$ cat config.mk
export PLATFORM = sky130hd
export DESIGN_NAME = ram_burst_reader
export DESIGN_NICKNAME = d
export VERILOG_FILES = /design/src/rtl/ram_burst_reader.sv
export SDC_FILE = /design/constraint.sdc
export NUM_CORES = 1
export LEC_CHECK = 0
export BUFFER_PORTS_ARGS = -buffer_cell sky130_fd_sc_hd__buf_2
export CORE_UTILIZATION = 48
export CTS_CLUSTER_SIZE = 12
export DETAILED_ROUTE_END_ITERATION = 12
export GPL_ROUTABILITY_DRIVEN = 1
export PLACE_DENSITY = 0.8
export SYNTH_ARGS = -nofsm -noshare
export SYNTH_HDL_FRONTEND = slang
export SYNTH_SLANG_ARGS = --single-unit
$ cat constraint.sdc
create_clock -name clk -period 2.5 [get_ports clk]
set_input_delay 0.125 -clock clk [delete_from_list [all_inputs] [get_ports clk]]
set_output_delay 0.125 -clock clk [all_outputs]
set_load 0.1 [all_outputs]
$ cat src/rtl/ram_burst_reader.sv
// ram_burst_reader
//   Read-side initiator for the single-port synchronous accelerator RAM
//   (1-cycle registered read latency). Takes a burst command, issues
//   sequential read addresses, captures the returned words in a 2-entry
//   buffer and streams them out on a valid/ready interface.
//
// Optional feature macro: RAM_BURST_STRIDE_EN
//   defined   : cmd_stride port present; address increment = latched stride
//   undefined : no cmd_stride port; address increment fixed at 1
//
// Ports
//   clk, reset            rising-edge clock, asynchronous active-high reset
//   cmd_valid/cmd_ready   command handshake (ready only in IDLE)
//   cmd_addr, cmd_len     burst base address and length in words (0 = empty)
//   cmd_stride            address increment (RAM_BURST_STRIDE_EN only)
//   ram_addr/we/din/dout  RAM port; write side tied off
//   out_valid/ready/data  output word stream, out_last marks final beat
//   busy                  high while a burst is in RUN or DRAIN
//   done                  one-cycle pulse after burst completion
module ram_burst_reader #(
   parameter int AW = 16,
   parameter int DW = 16,
   parameter int LW = 16
) (
   input  logic          clk,
   input  logic          reset,
   input  logic          cmd_valid,
   output logic          cmd_ready,
   input  logic [AW-1:0] cmd_addr,
   input  logic [LW-1:0] cmd_len,
`ifdef RAM_BURST_STRIDE_EN
   input  logic [AW-1:0] cmd_stride,
`endif
   output logic [AW-1:0] ram_addr,
   output logic          ram_we,
   output logic [DW-1:0] ram_din,
   input  logic [DW-1:0] ram_dout,
   output logic          out_valid,
   input  logic          out_ready,
   output logic [DW-1:0] out_data,
   output logic          out_last,
   output logic          busy,
   output logic          done
);

   typedef enum logic [1:0] {
      IDLE  = 2'd0,
      RUN   = 2'd1,
      DRAIN = 2'd2
   } state_t;

   localparam logic [LW-1:0] LEN_ONE = LW'(1);

   state_t          state_q, state_d;
   logic [AW-1:0]   ram_addr_q, ram_addr_d;
   logic [LW-1:0]   remain_q, remain_d;
   logic            inflight_q, inflight_d;
   logic            inflight_last_q, inflight_last_d;
   logic            head_valid_q, head_valid_d;
   logic [DW-1:0]   head_data_q, head_data_d;
   logic            head_last_q, head_last_d;
   logic            tail_valid_q, tail_valid_d;
   logic [DW-1:0]   tail_data_q, tail_data_d;
   logic            tail_last_q, tail_last_d;
   logic            done_q, done_d;
   logic            busy_q, busy_d;
   logic            cmd_ready_q, cmd_ready_d;

   logic [AW-1:0]   incr_s;
   logic            pop_s;
   logic            accept_s;
   logic [1:0]      occ_s;
   logic            issue_s;

`ifdef RAM_BURST_STRIDE_EN
   logic [AW-1:0]   stride_q, stride_d;

   // Stride is captured at command accept and held for the whole burst
   always_comb begin
      stride_d = stride_q;
      if (accept_s) begin
         stride_d = cmd_stride;
      end else begin
         stride_d = stride_q;
      end
   end

   // Stride register
   always_ff @(posedge clk or posedge reset) begin
      if (reset) begin
         stride_q <= '0;
      end else begin
         stride_q <= stride_d;
      end
   end

   assign incr_s = stride_q;
`else
   assign incr_s = AW'(1);
`endif

   assign accept_s = cmd_valid & cmd_ready_q;
   assign pop_s    = head_valid_q & out_ready;
   assign occ_s    = {1'b0, head_valid_q} + {1'b0, tail_valid_q};
   // Issue only if the word it returns is guaranteed a buffer slot:
   // occupancy + inflight - pop < 2, rearranged to stay non-negative.
   assign issue_s  = (state_q == RUN) &&
                     (({1'b0, occ_s} + {2'b00, inflight_q}) < (3'd2 + {2'b00, pop_s}));

   // Next-state, address/length bookkeeping and completion pulse
   always_comb begin
      state_d         = state_q;
      ram_addr_d      = ram_addr_q;
      remain_d        = remain_q;
      inflight_d      = 1'b0;
      inflight_last_d = 1'b0;
      done_d          = 1'b0;
      case (state_q)
         IDLE: begin
            if (accept_s) begin
               if (cmd_len == '0) begin
                  done_d = 1'b1;
               end else begin
                  state_d    = RUN;
                  ram_addr_d = cmd_addr;
                  remain_d   = cmd_len;
               end
            end else begin
               state_d = IDLE;
            end
         end
         RUN: begin
            if (issue_s) begin
               ram_addr_d      = ram_addr_q + incr_s;
               remain_d        = remain_q - LEN_ONE;
               inflight_d      = 1'b1;
               inflight_last_d = (remain_q == LEN_ONE);
               if (remain_q == LEN_ONE) begin
                  state_d = DRAIN;
               end else begin
                  state_d = RUN;
               end
            end else begin
               state_d = RUN;
            end
         end
         DRAIN: begin
            if (pop_s && head_last_q) begin
               state_d = IDLE;
               done_d  = 1'b1;
            end else begin
               state_d = DRAIN;
            end
         end
         default: begin
            state_d = IDLE;
         end
      endcase
      busy_d      = (state_d != IDLE);
      cmd_ready_d = (state_d == IDLE);
   end

   // Return buffer: pop first (tail slides to head), then capture the word
   // returned for last cycle's issue into the first free slot.
   always_comb begin
      head_valid_d = head_valid_q;
      head_data_d  = head_data_q;
      head_last_d  = head_last_q;
      tail_valid_d = tail_valid_q;
      tail_data_d  = tail_data_q;
      tail_last_d  = tail_last_q;
      if (pop_s) begin
         head_valid_d = tail_valid_q;
         head_data_d  = tail_data_q;
         head_last_d  = tail_last_q;
         tail_valid_d = 1'b0;
      end else begin
         tail_valid_d = tail_valid_q;
      end
      if (inflight_q) begin
         if (!head_valid_d) begin
            head_valid_d = 1'b1;
            head_data_d  = ram_dout;
            head_last_d  = inflight_last_q;
         end else begin
            tail_valid_d = 1'b1;
            tail_data_d  = ram_dout;
            tail_last_d  = inflight_last_q;
         end
      end else begin
         tail_last_d = tail_last_d;
      end
   end

   // State and datapath registers
   always_ff @(posedge clk or posedge reset) begin
      if (reset) begin
         state_q         <= IDLE;
         ram_addr_q      <= '0;
         remain_q        <= '0;
         inflight_q      <= 1'b0;
         inflight_last_q <= 1'b0;
         head_valid_q    <= 1'b0;
         head_data_q     <= '0;
         head_last_q     <= 1'b0;
         tail_valid_q    <= 1'b0;
         tail_data_q     <= '0;
         tail_last_q     <= 1'b0;
         done_q          <= 1'b0;
         busy_q          <= 1'b0;
         cmd_ready_q     <= 1'b1;
      end else begin
         state_q         <= state_d;
         ram_addr_q      <= ram_addr_d;
         remain_q        <= remain_d;
         inflight_q      <= inflight_d;
         inflight_last_q <= inflight_last_d;
         head_valid_q    <= head_valid_d;
         head_data_q     <= head_data_d;
         head_last_q     <= head_last_d;
         tail_valid_q    <= tail_valid_d;
         tail_data_q     <= tail_data_d;
         tail_last_q     <= tail_last_d;
         done_q          <= done_d;
         busy_q          <= busy_d;
         cmd_ready_q     <= cmd_ready_d;
      end
   end

   assign cmd_ready = cmd_ready_q;
   assign ram_addr  = ram_addr_q;
   assign ram_we    = 1'b0;
   assign ram_din   = '0;
   assign out_valid = head_valid_q;
   assign out_data  = head_data_q;
   assign out_last  = head_valid_q & head_last_q;
   assign busy      = busy_q;
   assign done      = done_q;

endmodule
After elaboration in Yosys (flattened, before gate mapping)
Cells that the tools add are included.
{"block": "totals", "out_inout_bits": 54, "ff_bits": 75, "elab_cells": 71, "input_bits": 52}
{"block": "op_classes", "n_reduce_logical": 9, "eq_ne": 6, "n_bitwise": 3, "mux": 33, "n_addsub": 5, "magnitude_cmp": 1}
{"op": "$mux W16", "n": 9}
{"op": "$pmux W16 S2", "n": 2}
{"op": "$add A16 B1 Y16 const B", "n": 1}
{"op": "$eq A16 B1 Y1 const B", "n": 1}
{"op": "$logic_not A16 Y1", "n": 1}
{"op": "$sub A16 B1 Y16 const B", "n": 1}
{"op": "$mux W1", "n": 15}
{"op": "$mux W2", "n": 5}
{"op": "$ne A2 B2 Y1 const B", "n": 3}
{"op": "$pmux W2 S3", "n": 1}
{"op": "$logic_not A2 Y1", "n": 2}
{"op": "$reduce_and A4 Y1", "n": 1}
{"op": "$reduce_bool A2 Y1", "n": 2}
{"op": "$add A2 B1 Y3", "n": 1}
{"op": "$add A2 B1 Y3 const A", "n": 1}
{"op": "$and A1 B1 Y1", "n": 3}
{"op": "$lt A3 B3 Y1", "n": 1}
{"op": "$add A1 B1 Y2", "n": 1}
{"op": "$eq A2 B1 Y1 const B", "n": 1}
{"op": "$eq A2 B2 Y1 const B", "n": 1}
{"op": "$logic_and A1 B1 Y1", "n": 2}
{"op": "$pmux W1 S2", "n": 1}
{"op": "$reduce_and A2 Y1", "n": 1}

Depth between registers and ports, before layout
{"block": "depth", "ltp_word": 7, "mapped_depth": 7, "depth_no_buf": 6}

Least setup slack after synthesis
OpenSTA, ideal clock, no wires.
{"block": "synth_timing", "path_kind": "reg-to-reg", "from": "reg head_valid_q (netlist: out_valid)", "to": "reg ram_addr_q[5] (netlist: ram_addr[5])", "slack_ns": -0.156, "stages_incl_launch_ff": 7, "arrival_ns": 2.529, "path_buffers": 1, "setup_ns": 0.128, "period_less_slack_ns": 2.656, "t_required_ns": 2.372, "cell_sequence": "dfrtp_1 -> fa_1 -> and3b_1 -> o21ai_1 -> clkbuf_1 -> a21oi_1 -> o2bb2a_1"}
{"block": "synth_between", "elab_chain_len": 6, "word_cells_on_any_way": 8, "classes_between": "3 x add/sub; 1 x order compare; 1 x eq/ne; 1 x bitwise; 2 x reduce/logical"}
{"item": "start, declared", "line": "59", "source": "logic head_valid_q, head_valid_d;"}
{"item": "start signal, assigned", "line": "218", "source": "head_valid_q <= head_valid_d;"}
{"item": "$add A1 B1 Y2 or $and A1 B1 Y1 (tied branches)", "line": "104, 103"}
{"item": "$add A2 B1 Y3", "line": "108", "source": "(({1'b0, occ_s} + {2'b00, inflight_q}) < (3'd2 + {2'b00, pop_s}));"}
{"item": "$lt A3 B3 Y1 *", "line": "108"}
{"item": "$logic_and A1 B1 Y1 *", "line": "107", "source": "assign issue_s = (state_q == RUN) &&"}
{"item": "$ne A2 B2 Y1 (no source line) *"}
{"item": "$reduce_and A4 Y1 (no source line) *"}
{"item": "end signal, assigned", "line": "214", "source": "ram_addr_q <= ram_addr_d;"}
{"item": "end, declared", "line": "55", "source": "logic [AW-1:0] ram_addr_q, ram_addr_d;"}
Every way passes the cells marked *; elsewhere a longest branch is shown, timed or not.
A chain may end at the register's enable or synchronous reset.

Final worst setup path
{"block": "layout_timing", "from": "reg remain_q[0]", "to": "reg remain_q[8]"}
{"block": "layout_between", "elab_chain_len": 3}
{"item": "start, declared", "line": "56", "source": "logic [LW-1:0] remain_q, remain_d;"}
{"item": "start signal, assigned", "line": "215", "source": "remain_q <= remain_d;"}
{"item": "$sub A16 B1 Y16", "line": "135", "source": "remain_d = remain_q - LEN_ONE;"}
{"item": "$mux W16", "line": "133", "source": "if (issue_s) begin"}
{"item": "$pmux W16 S2", "line": "118", "source": "case (state_q)"}
Every way passes these cells. The select of a mux whose other input is x is not followed.

==> metrics.md <==
| Metric | Value |
|---|---|
| CP Capture Type | `flop` |
| Final Non-Filler Cells | `624` |
| Post-Synthesis Cells | `415` |
| Port bufs | `88` |
| Most frequent cell after synthesis | `dfrtp_1` |
| Hold Path Stages | `3` |
| Final Max Slew Viols | `0` |
| WP data arrival | `2.61 ns` |
| Clk sinks | `75` |
| Distinct cells, synth | `59` |
| Top cells by count, synth | `dfrtp_1 (74), nand2_1 (29), o21ai_0 (23)` |
| Crit start category | `flop` |
| Congestion Overflow GR | `0` |
| Clk Tree Root Cell | `clkbuf_8` |
| Number of synthesized flops with an enable pin | `0` |
| RR Startpoint | `remain_q[0]` |
| Hold WC Path Type | `primary input to flop` |
| TritonCTS buffer count | `9` |
| Worst skew pair latency | `0.35 ns` |
| DRC viols | `0` |
| RSZ-0062 raised after global routing | `no` |
| Sequential area share after synthesis | `46.0%` |
| Clk pin slew, worst setup/hold paths | `0.08 ns` |
| Layout area overhead | `21.7%` |
| Setup TNS | `0 ns` |
| Final period util | `94.9%` |
| CTS tree | `done` |
| Power Dens Cells | `1310 nW/µm²` |
| Worst slew margin | `54.2%` |
| Count of final hold-check violations | `0` |
| Die Y-Extent | `94.3 µm` |
| Die X | `94.3 µm` |
| Vias | `3748` |
| Worst slew pin tran | `0.686 ns` |
| Post-CTS sizing | `0` |
| Routed len/inst | `16.8 µm` |
| Synth warnings | `0` |
| Die area | `8880 µm²` |
| Initial antenna violation count | `0` |
| CP max FO | `8` |
| Reg area | `1880 µm²` |
| Vias in the first global route | `3581` |
| R2R depth | `6` |
| # rows | `33` |
| Crit path time final | `2.37 ns` |
| Placed insts | `596` |
| Critical path class | `flop to flop` |
| HP Start | `ram_dout[1]` |
| Crit path from | `remain_q[0]` |
| First-pass GRT wire length | `17200 µm` |
| Share of Yosys cell area claimed by the top area cell type | `45.3%` |
| DR iter-0 viols | `239` |
| CORE AREA | `8220 µm²` |
| Achievable Freq | `0.422 GHz` |
| Largest net degree at the start of global routing | `46` |
| Top_reg_cell synth | `dfrtp_1` |
| H-tree levels | `3` |
| Worst EP required | `2.74 ns` |
| Status | `finished, final reports clean` |
| Fillers | `704` |
| Total track usage | `24.8%` |
| Syn avg cell area | `9.84 µm²` |
| Synth area leader | `dfrtp_1` |
| DRT Pass-1 Iters | `5` |
| Final ANT Viol Nets | `0` |
| LEAKAGE | `2.30 nW` |
| Synth Register Bits | `75` |
| N_diodes | `0` |
| Synth area leaders | `dfrtp_1 (45%), mux2_2 (4.7%), mux2i_1 (4.7%)` |
| Area of the multi-input gates | `2000 µm²` |
| Detailed Place HPWL | `7260 µm` |
| Longest Clk Path Bufs | `2` |
| Max_cap viols | `0` |
| Total routed wirelength | `10500 µm` |
| IO Pins | `106` |
| Post-Synthesis Cell Area | `4090 µm²` |
| Post-synth ARST share | `100%` |
| Initial Util | `49.7%` |
| Vias per cell | `6.01` |
| Worst VDD drop | `1.19 mV` |
| GP Congestion | `0.887` |
| Final setup fails | `0` |
| Skew final | `0.0102 ns` |
| Final Net Count | `570` |
| Share of cells above drive strength 1 | `29.1%` |
[registers in the layout (all words and copies together), names as in the netlist]
register and cells:
inflight_q 1, remain_q 16, tail_data_q 16, tail_valid_q 1, cmd_ready 1, state_q 2
head_last_q 1, done 1, tail_last_q 1, out_data 16, busy 1, ram_addr 16
inflight_last_q 1, out_valid 1
[cell families after synthesis]
kind of cell	Yosys count	synth area share, %
compound gates	122	20.9
fa+ha+maj	4	1.41
buf+inv	56	6.83
flops	75	46.0
mux	36	9.34
other cells	1	0.0918
simple gates	121	15.4
[cells in the final DEF, fill, tap and decap left out, types with 3 or more instances in the layout]
| master | count |
|---|---|
| mux2i_1 | 19 |
| inv_1 | 11 |
| dfrtp_1 | 73 |
| buf_2 | 88 |
| a2bb2oi_1 | 4 |
| conb_1 | 17 |
| nor4_1 | 11 |
| nand2_1 | 29 |
| o2bb2a_1 | 4 |
| a21oi_1 | 17 |
| mux2_2 | 17 |
| buf_4 | 14 |
| ha_1 | 3 |
| nor3_1 | 8 |
| clkbuf_8 | 10 |
| nand3_1 | 17 |
| o21ai_0 | 23 |
| or4_1 | 4 |
| nand4_1 | 9 |
| and3_1 | 4 |
| nor2_1 | 22 |
| a22oi_1 | 12 |
| o22a_1 | 10 |
| o211ai_1 | 6 |
| o22ai_1 | 9 |
| a31oi_1 | 13 |
| dlygate4sd3_1 | 12 |
[worst max-delay path: stages, from the launching register on]
cell and delay [ns]:
dfrtp_1 0.43, inv_1 0.12, ha_1 0.25, or4b_1 0.61, or4_1 0.48, o22ai_1 0.15
o2bb2a_1 0.23
[path summary, 6_finish.rpt]
kind	to	slack [ns]
max in group asynchronous	ram_addr[5]	1.41
worst min-delay path	out_data[1]	0.01
worst max register to register	remain_q[8]	0.13
worst min register to register	tail_data_q[7]	0.51
min in group asynchronous	remain_q[3]	0.44
worst max-delay path	remain_q[8]	0.13
[power breakdown]
part / switching, mW / total (mW) / leakage (nW) / internal, mW
clock: 0.481 / 0.978 / 0.0995 / 0.497
sequential: 0.333 / 1.95 / 0.906 / 1.62
combinational: 2.67 / 3.57 / 1.29 / 0.894
[routing by layer]
layer | share of wire (%) | wire [µm] | up-vias | track usage (%)
li1 | - | - | 1747 | -
met2 | 49 | 5110 | 151 | 40.0
met3 | 5.2 | 549 | 25 | 3.96
met4 | 2.4 | 256 | 0 | 9.23
met5 | 0 | 0 | - | 0
met1 | 44 | 4600 | 1825 | 33.3
[area by class of cell]
cell class	count	share of cell area [%]
clock buffer	10	2.77
clock inverter	6	1.44
inverter	12	0.906
multi-input combinational	300	40.2
sequential	75	37.8
tap	105	2.64
timing repair buffer	116	14.2
[what timing repair did]
action / in CTS / in global routing
hold buffers: 12 / 0
buffers inserted: 0 / 0
hold endpoints to repair: 38 / 0
[stage by stage]
step | power [mW] | cell area, µm² | hold slack (ns) | setup slack (ns) | utilization (%)
6_report | 6.50 | 4970 | 0.0149 | 0.128 | 60.5
5_1_grt | 6.84 | 4970 | 0.00641 | 0.0493 | 60.5
4_1_cts | 6.51 | 4970 | 0.00897 | 0.172 | 60.5
3_5_place_dp | 5.52 | 4640 | 0.273 | 0.196 | 56.5
3_3_place_gp | 5.39 | 4640 | 0.265 | 0.304 | 56.5
2_1_floorplan | 4.73 | 4150 | 0.242 | 0.0718 | -
(Power assumes the default switching activity.)
